==> src/rtl/handshake_protocol_monitor.sv <==
// ---------------------------------------------------------------------------
// handshake_protocol_monitor
//
// Passive valid/ready protocol checker for NUM_CH independent stream
// channels. It drives nothing on the monitored bus.
//
// Handshake semantics being checked: a beat transfers on any cycle where
// valid and ready are both high. Once valid is high without ready, the
// source must hold valid high and keep data constant until ready arrives.
// If MAX_STALL is non-zero, ready must arrive within MAX_STALL stalled
// cycles, counting the cycle valid was first raised.
//
// Ports
//   clk             : single clock, all state on posedge
//   reset           : synchronous, active-high
//   valid, ready    : per-channel handshake signals
//   data            : payloads, channel i at [i*DATA_W +: DATA_W]
//   err_clear       : clears sticky flags and viol_count
//   err_valid_drop  : sticky, valid deasserted before ready
//   err_data_change : sticky, data changed while stalled
//   err_timeout     : sticky, stall reached MAX_STALL
//   err_any         : OR of every sticky flag
//   xfer_count      : completed handshakes per channel (wraps),
//                     channel i at [i*CNT_W +: CNT_W]
//   viol_count      : total violation events, saturates at all-ones
// ---------------------------------------------------------------------------
module handshake_protocol_monitor #(
  parameter int NUM_CH    = 4,
  parameter int DATA_W    = 32,
  parameter int MAX_STALL = 16,
  parameter int CNT_W     = 16
) (
  input  logic                     clk,
  input  logic                     reset,
  input  logic [NUM_CH-1:0]        valid,
  input  logic [NUM_CH-1:0]        ready,
  input  logic [NUM_CH*DATA_W-1:0] data,
  input  logic                     err_clear,
  output logic [NUM_CH-1:0]        err_valid_drop,
  output logic [NUM_CH-1:0]        err_data_change,
  output logic [NUM_CH-1:0]        err_timeout,
  output logic                     err_any,
  output logic [NUM_CH*CNT_W-1:0]  xfer_count,
  output logic [CNT_W-1:0]         viol_count
);

  localparam logic [0:0] ST_IDLE = 1'b0;
  localparam logic [0:0] ST_WAIT = 1'b1;

  localparam int STALL_W = (MAX_STALL < 1) ? 1 : $clog2(MAX_STALL + 1);
  // A channel can raise at most two events in one cycle (data change plus
  // timeout), so 2*NUM_CH bounds the per-cycle event count.
  localparam int EV_W    = $clog2(2 * NUM_CH + 1);
  localparam int SUM_W   = CNT_W + EV_W;

  localparam logic [STALL_W-1:0] STALL_MAX = STALL_W'(MAX_STALL);
  localparam logic [STALL_W-1:0] STALL_ONE = STALL_W'(1);
  localparam logic [CNT_W-1:0]   CNT_ONE   = CNT_W'(1);
  localparam logic [CNT_W-1:0]   VIOL_MAX  = '1;

  // Per-channel FSM state, one bit per channel (IDLE/WAIT)
  logic [NUM_CH-1:0]  state_q;
  logic [DATA_W-1:0]  snap_q  [NUM_CH];
  logic [STALL_W-1:0] stall_q [NUM_CH];
  // Remembers that this WAIT episode already reported its timeout; the
  // stall counter alone cannot tell because it saturates at MAX_STALL.
  logic [NUM_CH-1:0]  fired_q;
  logic [CNT_W-1:0]   xfer_q  [NUM_CH];

  logic [NUM_CH-1:0]  ev_drop;
  logic [NUM_CH-1:0]  ev_change;
  logic [NUM_CH-1:0]  ev_timeout;
  logic [NUM_CH-1:0]  do_xfer;
  logic [EV_W-1:0]    ev_sum;
  logic [CNT_W-1:0]   viol_base;
  logic [SUM_W-1:0]   viol_sum;
  logic [CNT_W-1:0]   viol_next;

  // Event decode for the current cycle
  always_comb begin
    ev_drop    = '0;
    ev_change  = '0;
    ev_timeout = '0;
    do_xfer    = '0;
    for (int i = 0; i < NUM_CH; i++) begin
      if (state_q[i] == ST_WAIT) begin
        if (!valid[i]) begin
          // Data is meaningless once valid drops, so it is not compared.
          ev_drop[i] = 1'b1;
        end else begin
          if (data[i*DATA_W +: DATA_W] != snap_q[i]) ev_change[i] = 1'b1;
          if (ready[i]) begin
            do_xfer[i] = 1'b1;
          end else if ((MAX_STALL != 0) && (stall_q[i] == STALL_MAX) && !fired_q[i]) begin
            ev_timeout[i] = 1'b1;
          end
        end
      end else if (valid[i] && ready[i]) begin
        do_xfer[i] = 1'b1;
      end
    end
  end

  // Violation count: a same-cycle clear restarts from zero but still
  // records this cycle's events.
  always_comb begin
    ev_sum = '0;
    for (int i = 0; i < NUM_CH; i++) begin
      ev_sum = ev_sum + EV_W'(ev_drop[i]) + EV_W'(ev_change[i]) + EV_W'(ev_timeout[i]);
    end
    viol_base = err_clear ? '0 : viol_count;
    viol_sum  = SUM_W'(viol_base) + SUM_W'(ev_sum);
    viol_next = (viol_sum > SUM_W'(VIOL_MAX)) ? VIOL_MAX : viol_sum[CNT_W-1:0];
  end

  always_ff @(posedge clk) begin
    if (reset) begin
      state_q         <= {NUM_CH{ST_IDLE}};
      fired_q         <= '0;
      err_valid_drop  <= '0;
      err_data_change <= '0;
      err_timeout     <= '0;
      viol_count      <= '0;
      for (int i = 0; i < NUM_CH; i++) begin
        snap_q[i]  <= '0;
        stall_q[i] <= '0;
        xfer_q[i]  <= '0;
      end
    end else begin
      for (int i = 0; i < NUM_CH; i++) begin
        case (state_q[i])
          ST_IDLE: begin
            if (valid[i] && !ready[i]) begin
              snap_q[i]  <= data[i*DATA_W +: DATA_W];
              stall_q[i] <= STALL_ONE;  // entry cycle is the first stall cycle
              fired_q[i] <= 1'b0;
              state_q[i] <= ST_WAIT;
            end
          end
          default: begin
            if (!valid[i]) begin
              state_q[i] <= ST_IDLE;
            end else begin
              // Track the new value so each further change flags again.
              if (ev_change[i]) snap_q[i] <= data[i*DATA_W +: DATA_W];
              if (ready[i]) begin
                state_q[i] <= ST_IDLE;
              end else begin
                if ((MAX_STALL != 0) && (stall_q[i] != STALL_MAX)) begin
                  stall_q[i] <= stall_q[i] + STALL_ONE;
                end
                if (ev_timeout[i]) fired_q[i] <= 1'b1;
              end
            end
          end
        endcase
        if (do_xfer[i]) xfer_q[i] <= xfer_q[i] + CNT_ONE;
      end
      err_valid_drop  <= (err_clear ? '0 : err_valid_drop)  | ev_drop;
      err_data_change <= (err_clear ? '0 : err_data_change) | ev_change;
      err_timeout     <= (err_clear ? '0 : err_timeout)     | ev_timeout;
      viol_count      <= viol_next;
    end
  end

  assign err_any = |{err_valid_drop, err_data_change, err_timeout};

  for (genvar g = 0; g < NUM_CH; g++) begin : g_xfer_pack
    assign xfer_count[g*CNT_W +: CNT_W] = xfer_q[g];
  end

endmodule

==> config.mk <==
export PLATFORM = sky130hd
export DESIGN_NAME = handshake_protocol_monitor
export DESIGN_NICKNAME = d
export VERILOG_FILES = /design/src/rtl/handshake_protocol_monitor.sv
export SDC_FILE = /design/constraint.sdc
export NUM_CORES = 1
export LEC_CHECK = 0
export ABC_AREA = 1
export CORE_AREA = 2 2 157 159
export DETAILED_ROUTE_END_ITERATION = 10
export DIE_AREA = 0 0 159 161
export HOLD_SLACK_MARGIN = 0.06
export PLACE_DENSITY_LB_ADDON = 0.2
export RECOVER_POWER = 50
export SLEW_MARGIN = 20
export SYNTH_ARGS = -nofsm -noshare
export SYNTH_HDL_FRONTEND = slang
export SYNTH_SLANG_ARGS = --single-unit
==> constraint.sdc <==
create_clock -name clk -period 10.45 [get_ports clk]
set_input_delay 2.09 -clock clk [delete_from_list [all_inputs] [get_ports clk]]
set_output_delay 2.09 -clock clk [all_outputs]
set_load 0.03 [all_outputs]
==> results.sh <==
export IMPL_status="finished with violations"
export IMPL_violations="capacitance limit, slew limit"
export IMPL_synthAdderAreaFrac=0.0308
export IMPL_async_reset_ff_frac=0
export IMPL_totalNegativeSetupSlack_ns=0
export IMPL_cts_sinks=248
export IMPL_drive_gt1_frac=0.0471
export IMPL_crit_path_end_kind="flop"
export IMPL_worstRegToRegCells=18
export IMPL_worst_slew_pin_slew_ns=3.13
export IMPL_ios=232
export IMPL_ys_seq_elements=248
export IMPL_rsz0062_at_grt="false"
export IMPL_grt_pass1_vias=10900
export IMPL_die_h_um=161
export IMPL_skew_ns=0.00868
export IMPL_yosys_warnings=0
export IMPL_syn_area_per_cell_um2=8.71
export IMPL_ys_seq_area_frac=0.517
export IMPL_max_freq_mhz=128
export IMPL_insertion_delay_ns=0.53
export IMPL_antenna_found_initial=1
export IMPL_p_per_area_mw_per_mm2=139
export IMPL_start_util=0.572
export IMPL_syn_inst=1574
export IMPL_min_period_ns=7.84
export IMPL_core_area_mm2=0.0240
export IMPL_worstHoldPathCells=2
export IMPL_path_class="input port to flop"
export IMPL_synth_nets=1742
export IMPL_mostFrequentLayoutCell="nand2_1"
export IMPL_antenna_left=0
export IMPL_finalSetupViolCount=0
export IMPL_max_slew_margin_rel=-1.09
export IMPL_drtIter0Drc=825
export IMPL_via_count=11100
export IMPL_mostFrequentLayoutCells="378 x nand2_1, 252 x inv_1, 212 x edfxtp_1"
export IMPL_path_max_fanout=66
export IMPL_cts_tree="yes"
export IMPL_crit_required_ns=10.63
export IMPL_clk_pin_slew_ns=0.06
export IMPL_ctsHoldBuffers=0
export IMPL_nNetsFinal=1972
export IMPL_htree_levels=1
export IMPL_hold_class="flop to flop"
export IMPL_synth_top_family_by_area="simple AND/OR/NAND/NOR gates"
export IMPL_ctsResizeCount=0
export IMPL_ir_worst_vdd_v=0.000137
export IMPL_grt_total_usage=0.241
export IMPL_avgRoutedWirePerCell_um=14.6
export IMPL_synth_simple_gate_area_frac=0.217
export IMPL_dp_cells=2099
export IMPL_wl_um=31300
export IMPL_post_route_period_util=0.750
export IMPL_ys_types=42
export IMPL_dp_hpwl_um=22100
export IMPL_die_w_um=159
export IMPL_startpoint_type="input port"
export IMPL_grt_pass1_wl_um=51900
export IMPL_overflow=0
export IMPL_port_buffers=231
export IMPL_synthXorXnorAreaFrac=0.0773
export IMPL_synth_ff_type="edfxtp_1"
export IMPL_cts_buffers=27
export IMPL_maxCapViolCount=2
export IMPL_area_growth_pct=24.9
export IMPL_arrival_ns=8.02
export IMPL_synth_compound_area_share=0.0733
export IMPL_vias_per_cell=5.16
export IMPL_cts_root_buffer="clkbuf_16"
export IMPL_synthMuxAreaShare=0
export IMPL_post_cts_buffers=0
export IMPL_netlist_area_mm2=0.0137
export IMPL_whs_ns=0.480
export IMPL_ctsLongestPathBuffers=3
export IMPL_p_leak_nw=7.25
export IMPL_fin_cells=2149
export IMPL_drtPass1Iterations=6
export IMPL_drt_drc_violations_left=0
export IMPL_slew_viol_final=99
export IMPL_gp_congestion=0.875
export IMPL_synth_edf_count=212
export IMPL_grt_max_degree=67
export IMPL_fp_row_count=57
export IMPL_dieArea_mm2=0.0256
export IMPL_finalHoldViolCount=0
-- synth_stat cells, types with 20 or more instances --
| cell | n | area [um^2] |
|---|---|---|
| nor2_1 | 139 | 522 |
| o21ai_0 | 22 | 110 |
| nand2_1 | 380 | 1430 |
| ha_1 | 21 | 263 |
| nor3_1 | 20 | 100 |
| xnor2_1 | 99 | 867 |
| dfxtp_1 | 36 | 721 |
| edfxtp_1 | 212 | 6370 |
| xor2_1 | 22 | 193 |
| buf_2 | 21 | 105 |
| a21oi_1 | 148 | 741 |
| nand4_1 | 46 | 288 |
| inv_1 | 253 | 950 |
| nand3_1 | 46 | 230 |
-- layer usage --
| metal | up-vias | part of all wire | GRT usage |
|---|---|---|---|
| met4 | 0 | 0.021 | 0.0649 |
| met5 | - | 0 | 0 |
| met1 | 5171 | 0.43 | 0.315 |
| met2 | 316 | 0.48 | 0.417 |
| li1 | 5564 | - | - |
| met3 | 47 | 0.063 | 0.0444 |
-- area by class of cell --
cell class	instances	area [um^2]
well taps	324	405
diodes	1	2.50
clock inverters	7	36.3
clock buffers	42	803
multi-input cells	1026	5440
repair buffers	245	2390
fillers	1875	6830
flip-flops and latches	248	7090
inverters	256	961
-- per-stage QoR --
step | setup slack (ns) | utilization | total power [mW] | cell area (um^2)
2_1_floorplan | 4.19 | - | 1.36 | 13700
3_3_place_gp | 3.30 | 0.682 | 1.49 | 16300
3_5_place_dp | 3.16 | 0.682 | 1.50 | 16300
4_1_cts | 3.73 | 0.717 | 2.41 | 17200
5_1_grt | 2.11 | 0.715 | 2.48 | 17100
6_report | 2.61 | 0.715 | 2.38 | 17100
-- power by group --
| part | switching [mW] | total (mW) | internal (mW) |
|---|---|---|---|
| Clock | 0.379 | 0.905 | 0.526 |
| Combinational | 0.171 | 0.305 | 0.134 |
| Sequential | 0.0364 | 1.17 | 1.13 |
-- state kept, by name, indices dropped and copies added, names as in the netlist --
register         flops
stall_q             20
err_data_change      4
viol_count          16
snap_q             128
state_q              4
err_valid_drop       4
fired_q              4
err_timeout          4
xfer_q              64
-- worst paths after layout --
| path | startpoint | slack, ns | end |
|---|---|---|---|
| worst min-delay path | fired_q[2] | 0.48 | fired_q[2] |
| worst max register to register | stall_q[1][0] | 5.32 | viol_count[15] |
| worst max-delay path | reset | 2.61 | snap_q[2][7] |
| worst min register to register | fired_q[2] | 0.48 | fired_q[2] |
-- critical path, stage by stage --
cell	delay, ns
dlygate4sd3_1	0.53
clkbuf_1	0.64
clkinv_1	0.18
clkbuf_1	2.22
nand2_1	1.53
nand3_1	0.36
buf_4	0.44
-- cells by family (layout without fill, tap and decap cells) --
group | after synthesis | in the layout
buffers and inverters | 300 | 550
XOR/XNOR | 121 | 121
flip-flops | 248 | 248
AO/OA/AOI/OAI | 193 | 193
adder cells (fa/ha/maj) | 29 | 29
other | 0 | 1
AND/OR/NAND/NOR | 683 | 683
Note: power is estimated with default switching activity, not from simulation.
